[src/rtl/rs_station_pkg.sv]
// rs_station_pkg: shared constants for the reservation station slice.
//   - default sizing (entries, ROB tag width, data width)
//   - internal opcode codes carried through the station untouched
package rs_station_pkg;

   localparam int RS_DEPTH_DEF = 8;
   localparam int ROB_W_DEF    = 4;
   localparam int XLEN_DEF     = 32;
   localparam int OP_W         = 6;

   localparam logic TRUE  = 1'b1;
   localparam logic FALSE = 1'b0;

   typedef enum logic [OP_W-1:0] {
      OP_NOP  = 6'd0,
      OP_ADD  = 6'd1,
      OP_SUB  = 6'd2,
      OP_AND  = 6'd3,
      OP_OR   = 6'd4,
      OP_XOR  = 6'd5,
      OP_SLL  = 6'd6,
      OP_SRL  = 6'd7,
      OP_SRA  = 6'd8,
      OP_SLT  = 6'd9,
      OP_SLTU = 6'd10,
      OP_BEQ  = 6'd16,
      OP_BNE  = 6'd17,
      OP_BLT  = 6'd18,
      OP_BGE  = 6'd19,
      OP_JAL  = 6'd24,
      OP_JALR = 6'd25,
      OP_LUI  = 6'd26
   } op_e;

endpackage

[src/rtl/rs_station_prio_enc.sv]
// rs_prio_enc: lowest-set-bit priority encoder.
//   req  in  N   request vector
//   idx  out W   index of the lowest set bit (0 when none set)
//   any  out 1   at least one request bit set
module rs_prio_enc #(
   parameter int N = 8,
   localparam int W = (N > 1) ? $clog2(N) : 1
) (
   input  logic [N-1:0] req,
   output logic [W-1:0] idx,
   output logic         any
);

   // Scan high to low so the lowest set bit is the last one written.
   always_comb begin
      idx = '0;
      any = |req;
      for (int i = N - 1; i >= 0; i--) begin
         if (req[i]) idx = W'(i);
      end
   end

endmodule

[src/rtl/rs_station.sv]
// rs_station: reservation station between dispatch and the ALU.
// Buffers ops with possibly pending operands, snoops the ALU and LSB result
// buses to capture operands by ROB tag, and issues one ready op per cycle.
//   clk, rst            clock, synchronous active-high reset
//   rdy                 global enable; low freezes all state and outputs
//   flush               discard every entry
//   disp_*              dispatch request (op, rob tag, operand ready/value, imm)
//   full                no free entry (from current occupancy)
//   alu_cdb_*, lsb_cdb_* result broadcasts (valid, tag, value)
//   ex_*                registered issue to the ALU
module rs_station
   import rs_station_pkg::*;
#(
   parameter int RS_DEPTH = RS_DEPTH_DEF,
   parameter int ROB_W    = ROB_W_DEF,
   parameter int XLEN     = XLEN_DEF
) (
   input  logic              clk,
   input  logic              rst,
   input  logic              rdy,
   input  logic              flush,
   input  logic              disp_vld,
   input  logic [OP_W-1:0]   disp_op,
   input  logic [ROB_W-1:0]  disp_rob,
   input  logic              disp_r1,
   input  logic              disp_r2,
   input  logic [XLEN-1:0]   disp_v1,
   input  logic [XLEN-1:0]   disp_v2,
   input  logic [XLEN-1:0]   disp_imm,
   output logic              full,
   input  logic              alu_cdb_vld,
   input  logic [ROB_W-1:0]  alu_cdb_tag,
   input  logic [XLEN-1:0]   alu_cdb_val,
   input  logic              lsb_cdb_vld,
   input  logic [ROB_W-1:0]  lsb_cdb_tag,
   input  logic [XLEN-1:0]   lsb_cdb_val,
   output logic              ex_vld,
   output logic [OP_W-1:0]   ex_op,
   output logic [XLEN-1:0]   ex_v1,
   output logic [XLEN-1:0]   ex_v2,
   output logic [XLEN-1:0]   ex_imm,
   output logic [ROB_W-1:0]  ex_rob
);

   localparam int IW = (RS_DEPTH > 1) ? $clog2(RS_DEPTH) : 1;

   logic [RS_DEPTH-1:0] busy;
   logic [RS_DEPTH-1:0] r1;
   logic [RS_DEPTH-1:0] r2;
   logic [OP_W-1:0]     op_q  [RS_DEPTH];
   logic [ROB_W-1:0]    rob_q [RS_DEPTH];
   logic [ROB_W-1:0]    q1    [RS_DEPTH];
   logic [ROB_W-1:0]    q2    [RS_DEPTH];
   logic [XLEN-1:0]     v1    [RS_DEPTH];
   logic [XLEN-1:0]     v2    [RS_DEPTH];
   logic [XLEN-1:0]     imm_q [RS_DEPTH];

   logic [RS_DEPTH-1:0] free_vec;
   logic [RS_DEPTH-1:0] ready_vec;
   logic [IW-1:0]       free_idx;
   logic [IW-1:0]       iss_idx;
   logic                free_any;
   logic                iss_any;

   assign free_vec  = ~busy;
   assign ready_vec = busy & r1 & r2;
   assign full      = &busy;

   rs_prio_enc #(.N(RS_DEPTH)) u_free_enc (
      .req (free_vec),
      .idx (free_idx),
      .any (free_any)
   );

   rs_prio_enc #(.N(RS_DEPTH)) u_iss_enc (
      .req (ready_vec),
      .idx (iss_idx),
      .any (iss_any)
   );

   // Insert bypass: a pending operand whose producer broadcasts in the
   // dispatch cycle is captured directly. ALU has precedence over LSB.
   logic              ins_r1, ins_r2;
   logic [XLEN-1:0]   ins_v1, ins_v2;
   logic [ROB_W-1:0]  ins_q1, ins_q2;

   always_comb begin
      ins_q1 = disp_v1[ROB_W-1:0];
      ins_q2 = disp_v2[ROB_W-1:0];
      ins_r1 = disp_r1;
      ins_r2 = disp_r2;
      ins_v1 = disp_v1;
      ins_v2 = disp_v2;
      if (!disp_r1) begin
         if (alu_cdb_vld && alu_cdb_tag == ins_q1) begin
            ins_r1 = TRUE;
            ins_v1 = alu_cdb_val;
         end else if (lsb_cdb_vld && lsb_cdb_tag == ins_q1) begin
            ins_r1 = TRUE;
            ins_v1 = lsb_cdb_val;
         end
      end
      if (!disp_r2) begin
         if (alu_cdb_vld && alu_cdb_tag == ins_q2) begin
            ins_r2 = TRUE;
            ins_v2 = alu_cdb_val;
         end else if (lsb_cdb_vld && lsb_cdb_tag == ins_q2) begin
            ins_r2 = TRUE;
            ins_v2 = lsb_cdb_val;
         end
      end
   end

   // Issue pick, wakeup and dispatch all use pre-edge state, so the slot
   // freed by an issue is never the one picked for a same-cycle dispatch.
   always_ff @(posedge clk) begin
      if (rst) begin
         busy   <= '0;
         ex_vld <= FALSE;
         ex_op  <= '0;
         ex_v1  <= '0;
         ex_v2  <= '0;
         ex_imm <= '0;
         ex_rob <= '0;
      end else if (flush) begin
         busy   <= '0;
         ex_vld <= FALSE;
      end else if (rdy) begin
         for (int i = 0; i < RS_DEPTH; i++) begin
            if (busy[i] && !r1[i]) begin
               if (alu_cdb_vld && alu_cdb_tag == q1[i]) begin
                  r1[i] <= TRUE;
                  v1[i] <= alu_cdb_val;
               end else if (lsb_cdb_vld && lsb_cdb_tag == q1[i]) begin
                  r1[i] <= TRUE;
                  v1[i] <= lsb_cdb_val;
               end
            end
            if (busy[i] && !r2[i]) begin
               if (alu_cdb_vld && alu_cdb_tag == q2[i]) begin
                  r2[i] <= TRUE;
                  v2[i] <= alu_cdb_val;
               end else if (lsb_cdb_vld && lsb_cdb_tag == q2[i]) begin
                  r2[i] <= TRUE;
                  v2[i] <= lsb_cdb_val;
               end
            end
         end

         ex_vld <= iss_any;
         if (iss_any) begin
            ex_op         <= op_q[iss_idx];
            ex_v1         <= v1[iss_idx];
            ex_v2         <= v2[iss_idx];
            ex_imm        <= imm_q[iss_idx];
            ex_rob        <= rob_q[iss_idx];
            busy[iss_idx] <= FALSE;
         end

         if (disp_vld && !full && free_any) begin
            busy[free_idx]  <= TRUE;
            op_q[free_idx]  <= disp_op;
            rob_q[free_idx] <= disp_rob;
            imm_q[free_idx] <= disp_imm;
            q1[free_idx]    <= ins_q1;
            q2[free_idx]    <= ins_q2;
            r1[free_idx]    <= ins_r1;
            r2[free_idx]    <= ins_r2;
            v1[free_idx]    <= ins_v1;
            v2[free_idx]    <= ins_v2;
         end
      end
   end

endmodule

[config.mk]
export PLATFORM = sky130hd
export DESIGN_NAME = rs_station
export DESIGN_NICKNAME = d
export VERILOG_FILES = /design/src/rtl/rs_station_pkg.sv /design/src/rtl/rs_station_prio_enc.sv /design/src/rtl/rs_station.sv
export SDC_FILE = /design/constraint.sdc
export NUM_CORES = 2
export LEC_CHECK = 0
export CORE_UTILIZATION = 56
export DETAILED_ROUTE_END_ITERATION = 6
export PLACE_DENSITY = 0.84
export SETUP_SLACK_MARGIN = 0.1
export SYNTH_ARGS = -nofsm -noshare
export SYNTH_HDL_FRONTEND = slang
export SYNTH_SLANG_ARGS = --single-unit
[constraint.sdc]
create_clock -name clk -period 6.6 [get_ports clk]
set_clock_uncertainty 0.1 [all_clocks]
set_input_delay 0.99 -clock clk [delete_from_list [all_inputs] [get_ports clk]]
set_output_delay 0.99 -clock clk [all_outputs]
set_load 0.05 [all_outputs]
Word level (Yosys, flattened, before mapping)
Memory sizes are Yosys's and may differ from the RTL's. A register that Yosys moved wholly into a read port is not among the register bits.
Index checks and enable logic that the tools add are counted.
- register bits: 25
- memory bits (writable): 912
- input port bits: 187
- output and inout bits: 108
- word-level logic and storage cells: 520
- memories kept: 7
- memories (name ; words ; width ; read ports ; clocked after Yosys merged registers in ; wr ports ; line ; text):
    imm_q ; 8 ; 32 ; 1 ; 1 ; 1 ; rs_station.sv:56 ; logic [XLEN-1:0] imm_q [RS_DEPTH];
    v1 ; 8 ; 32 ; 1 ; 1 ; 9 ; rs_station.sv:54 ; logic [XLEN-1:0] v1 [RS_DEPTH];
    v2 ; 8 ; 32 ; 1 ; 1 ; 9 ; rs_station.sv:55 ; logic [XLEN-1:0] v2 [RS_DEPTH];
    op_q ; 8 ; 6 ; 1 ; 1 ; 1 ; rs_station.sv:50 ; logic [OP_W-1:0] op_q [RS_DEPTH];
    q1 ; 8 ; 4 ; 8 ; 0 ; 1 ; rs_station.sv:52 ; logic [ROB_W-1:0] q1 [RS_DEPTH];
    q2 ; 8 ; 4 ; 8 ; 0 ; 1 ; rs_station.sv:53 ; logic [ROB_W-1:0] q2 [RS_DEPTH];
    +1 memories ; n/a ; n/a ; n/a ; n/a ; n/a ; n/a ;
- magnitude comparators: 4
- equality and inequality tests: 36
- muxes and demuxes: 366
- bitwise logic cells: 24
- reductions and logical operators: 79
- operators with widths (cell ; count):
    32-bit two-way mux ; 22
    1-bit two-way mux ; 317
    4-bit equality test ; 36
    1-bit logical AND ; 56
    8-bit two-way mux ; 7
    3-bit two-way mux ; 16
    8-bit AND ; 3
    1-bit logical NOT ; 17
    8-bit bitwise mux ; 2
    8-bit NOT ; 2
    1-bit OR ; 16
    8-bit OR reduction ; 2
    3-bit by 4-bit less-than comparator with 1-bit output (second input constant) ; 2
    8-bit OR ; 1
    8-bit AND reduction ; 1
    1-bit demux with 3-bit select ; 2
    3-bit by 1-bit >= comparator with 1-bit output (second input constant) ; 2
    3-bit AND reduction ; 2
    1-bit NOT ; 2
    2-bit OR reduction ; 1

Longest topological paths before layout
- word-level depth: 22
- depth in mapped cells: 10
- gate-level depth less buffers: 7

Modules after synthesis
Synthesis repeated with hierarchy kept, for this count alone.
- cells, all modules: 3712
- area total of the unflattened synthesis: 53816.6 µm²
- modules (own cells, without submodules) (module ; instances ; cells each ; area each (µm²) ; seq. area each (µm²)):
    rs_station ; 1 ; 3686 ; 53654.0 ; 30168.9
    rs_prio_enc ; 2 ; 13 ; 81.3 ; 0.0

Worst setup path after synthesis
No wires, ideal clock.
- path kind: input to register
- from: in lsb_cdb_tag[0]
- to: mem v1[0][0] in the netlist's numbering (enable)
- library setup time: 0.432 ns
- data arrival time: 3.784 ns
- required time: 6.068 ns
- slack: 2.284 ns
- stages: 6
- path buffers: 1
- cell sequence: buf_4 a222oi_1 or4b_4 o31ai_1 nand3b_1 a21oi_1
- RTL lines (element ; line ; text):
    start: declaration ; rs_station.sv:35 ; input logic [ROB_W-1:0] lsb_cdb_tag,
    end: declaration ; rs_station.sv:54 ;

Final worst setup path
- from: in rst
- to: mem imm_q[6][20] in the netlist's numbering (enable)
- word-level cells in the longest chain between the ends: 2
- RTL lines (element ; line ; text):
    start: declaration ; rs_station.sv:19 ; input logic rst,
    1-bit two-way mux ; rs_station.sv:117 ; if (rst) begin
    1-bit two-way mux (implied by the code) ; rs_station.sv:164 ; imm_q[free_idx] <= disp_imm;
    end: declaration ; rs_station.sv:56 ;
No other way between the ends.

==> flow_metrics.env <==
export IMPL_via_per_inst=7.218
export IMPL_end_kind="flop"
export IMPL_setup_tns_final_ns=0
export IMPL_leakage_nw=23.80
export IMPL_start_util=0.5645
export IMPL_ir_drop_mv=0.2745
export IMPL_htreeDepth=3
export IMPL_violations="design-rule violations"
export IMPL_postSynth_asyncResetShare=0
export IMPL_worst_skew_pair_late_latency_ns=0.72
export IMPL_syn_area_mm2=0.05355
export IMPL_synth_nets=4335
export IMPL_drt_initial_drc_count=6074
export IMPL_ys_ff_latch=1043
export IMPL_hpwl_mm=94.10
export IMPL_grt_pass1_wl_mm=260.1
export IMPL_ys_flop_type="edfxtp_1"
export IMPL_yosysWarnings=0
export IMPL_syn2layout_area_growth_pct=13.32
export IMPL_cp_max_fo=31
export IMPL_cts_buffers=104
export IMPL_synth_edf_count=928
export IMPL_syn_avg_cell_area_um2=12.91
export IMPL_io_pin_count=295
export IMPL_dr_pass1_iters=7
export IMPL_min_period_over_period=0.7551
export IMPL_wl_mm=180.4
export IMPL_critPathLaunchType="input pin"
export IMPL_post_drt_wl_per_cell_um=32.57
export IMPL_post_cts_resize_count=0
export IMPL_max_freq_mhz=200.6
export IMPL_synth_area_top_cells="edfxtp_1 (52%), mux2i_1 (20%), dfxtp_1 (4.3%), a22o_1 (3.4%), clkbuf_1 (1.8%)"
export IMPL_finalWorstSetupSlack_ns=1.616
export IMPL_slowest_delay_ns=0.90
export IMPL_port_buffers=294
export IMPL_gp_congestion=0.9162
export IMPL_criticalPathCategory="in2reg"
export IMPL_cts_hold_fix_buffers=0
export IMPL_yosys_area_top_type="edfxtp_1"
export IMPL_core_mm2=0.09487
export IMPL_hold_viol_final=0
export IMPL_synth_cell_type_count=59
export IMPL_power_density_mw_per_mm2=232.0
export IMPL_hold_class="reg2reg"
export IMPL_tritoncts="yes"
export IMPL_fin_nets=4359
export IMPL_crit_chain="clkdlybuf4s50_1 -> nor2_1 -> nand2_2 -> inv_2 -> nand3_4 -> inv_2 -> buf_4"
export IMPL_antenna_found_initial=19
export IMPL_worst_path_buf_inv=4
export IMPL_rows=113
export IMPL_synth_commonest_cells="mux2i_1 (1095), edfxtp_1 (928), clkbuf_1 (256), a22o_1 (208), buf_2 (169)"
export IMPL_cts_buffer_depth=3
export IMPL_gr_usage_all_layers=0.3630
export IMPL_cts_sink_count=1043
export IMPL_vias=39980
export IMPL_drive_gt1_frac=0.07739
export IMPL_cpMostUsedCell="inv_2"
export IMPL_outcome="finished, violations left"
export IMPL_worst_pin_slew_ns=1.318
export IMPL_die_h_um=311.2
export IMPL_dp_slack_ns=1.086
export IMPL_yosysSeqAreaShare=0.5634
export IMPL_max_cap_viol_count=0
export IMPL_synth_most_common_cell="mux2i_1"
export IMPL_worstPathArrival_ns=5.27
export IMPL_grt_overflow=0
export IMPL_crit_path_top_delay_cell="inv_2"
export IMPL_syn_inst=4148
export IMPL_die_x_um=311.2
export IMPL_drc=1
export IMPL_post_cts_buffers=0
export IMPL_cts_clk_slew_worst_paths_ns=0.07
export IMPL_grt_max_degree=116
export IMPL_rsz0062_at_grt="false"
export IMPL_postRouteAntennaNets=0
export IMPL_min_period_ns=4.984
export IMPL_clockRootBuffer="clkbuf_16"
export IMPL_grt_pass1_vias=39460
export IMPL_die_area_mm2=0.09687
export IMPL_setup_violations_final=0
export IMPL_slew_limit_headroom=0.1183
export IMPL_drv_slew=0
export IMPL_synth_top_cell_area_share=0.5204
export IMPL_total_power_mw=14.08
export IMPL_crit_family="buffers and inverters"
export IMPL_fin_util=0.6397
export IMPL_cp_required_ns=6.88
[final cells by class]
type | count | area (µm²)
antenna | 10 | 25.02
clock buffer | 148 | 2828
clock inverter | 50 | 591.8
fill | 6824 | 34190
inverter | 17 | 63.81
multi-input combinational | 2602 | 21540
sequential | 1043 | 30170
tap | 1265 | 1583
timing repair buffer | 404 | 3884
[path summary, 6_finish.rpt]
path	start	slack [ns]	endpoint	cells past startpoint
worst max-delay path	rst	1.62	imm_q[6][20]	7
worst min-delay path	imm_q[0][10]	0.32	ex_imm[10]	2
worst max register to register	busy[7]	2.26	imm_q[6][20]	7
worst min register to register	imm_q[0][10]	0.32	ex_imm[10]	2
[cells in the final DEF (no fill, tap or decap), types with 8 or more instances in the layout]
cell             instances
clkinv_1                12
buf_4                  100
a221oi_1               108
bufinv_16                8
xor2_1                 100
a22o_1                 208
edfxtp_1               928
dfxtp_1                115
nor2_1                  21
a22oi_1                105
a211oi_1                 8
a2bb2oi_1               65
o21ai_0                 13
mux2i_1               1095
nand3_1                141
inv_1                   10
a21oi_1                125
a21oi_4                 12
o31ai_1                107
nor4_1                   9
nand3b_1                15
clkbuf_1                38
diode_2                 10
and3_1                  68
nand2_1                133
buf_12                  10
clkbuf_16              104
nor3_1                 133
xnor2_1                 41
clkinv_2                18
clkdlybuf4s50_1        292
[per-stage QoR]
step	cells	cell area (µm²)	hold WS, ns
final	5539	60680	0.3249
after global routing	5539	60680	0.3399
after CTS	5529	60660	0.3144
after detailed placement	5331	57240	0.3567
after global placement	5331	57240	0.3429
after floorplan	4148	53550	0.3414
[flip-flops by register name, summed over array words and instances, names as in the netlist]
register	flops
ex_rob	4
busy	8
v2	256
q2	32
imm_q	256
ex_op	6
v1	256
q1	32
r1	8
rob_q	32
ex_vld	1
ex_v1	32
r2	8
op_q	48
ex_v2	32
ex_imm	32
[cell families (layout without fill, tap and decap cells)]
| kind of cell | after synthesis | in the layout | share of synthesized area |
|---|---|---|---|
| buffers and inverters | 503 | 619 | 0.04145 |
| muxes | 1095 | 1095 | 0.2047 |
| and+or+nand+nor | 585 | 585 | 0.05544 |
| DFF | 1043 | 1043 | 0.5634 |
| xor gates and xnor gates | 141 | 141 | 0.02306 |
| other | 0 | 10 | 0 |
| AOI/OAI and AO/OA | 781 | 781 | 0.1120 |
[worst register-to-register path, delay by kind of cell (launching register included)]
family,cells,cell delay [ns]
buffers and inverters,2,1.42
flip-flops,1,0.55
AND/OR/NAND/NOR,2,0.93
AO/OA/AOI/OAI,3,0.99
[per-layer routing]
| metal | global-route usage | share of wire |
|---|---|---|
| met1 | 0.4581 | 0.34 |
| met2 | 0.5568 | 0.45 |
| met5 | 0 | 0.00034 |
| met3 | 0.09311 | 0.14 |
| met4 | 0.2342 | 0.069 |
[where the power goes]
group	switching, mW	total, mW	internal [mW]
Combinational	0.555	0.875	0.320
Sequential	0.0113	7.21	7.20
Clock	2.66	5.99	3.33
Total	3.23	14.1	10.9
Note: power is estimated with default switching activity, not from simulation.
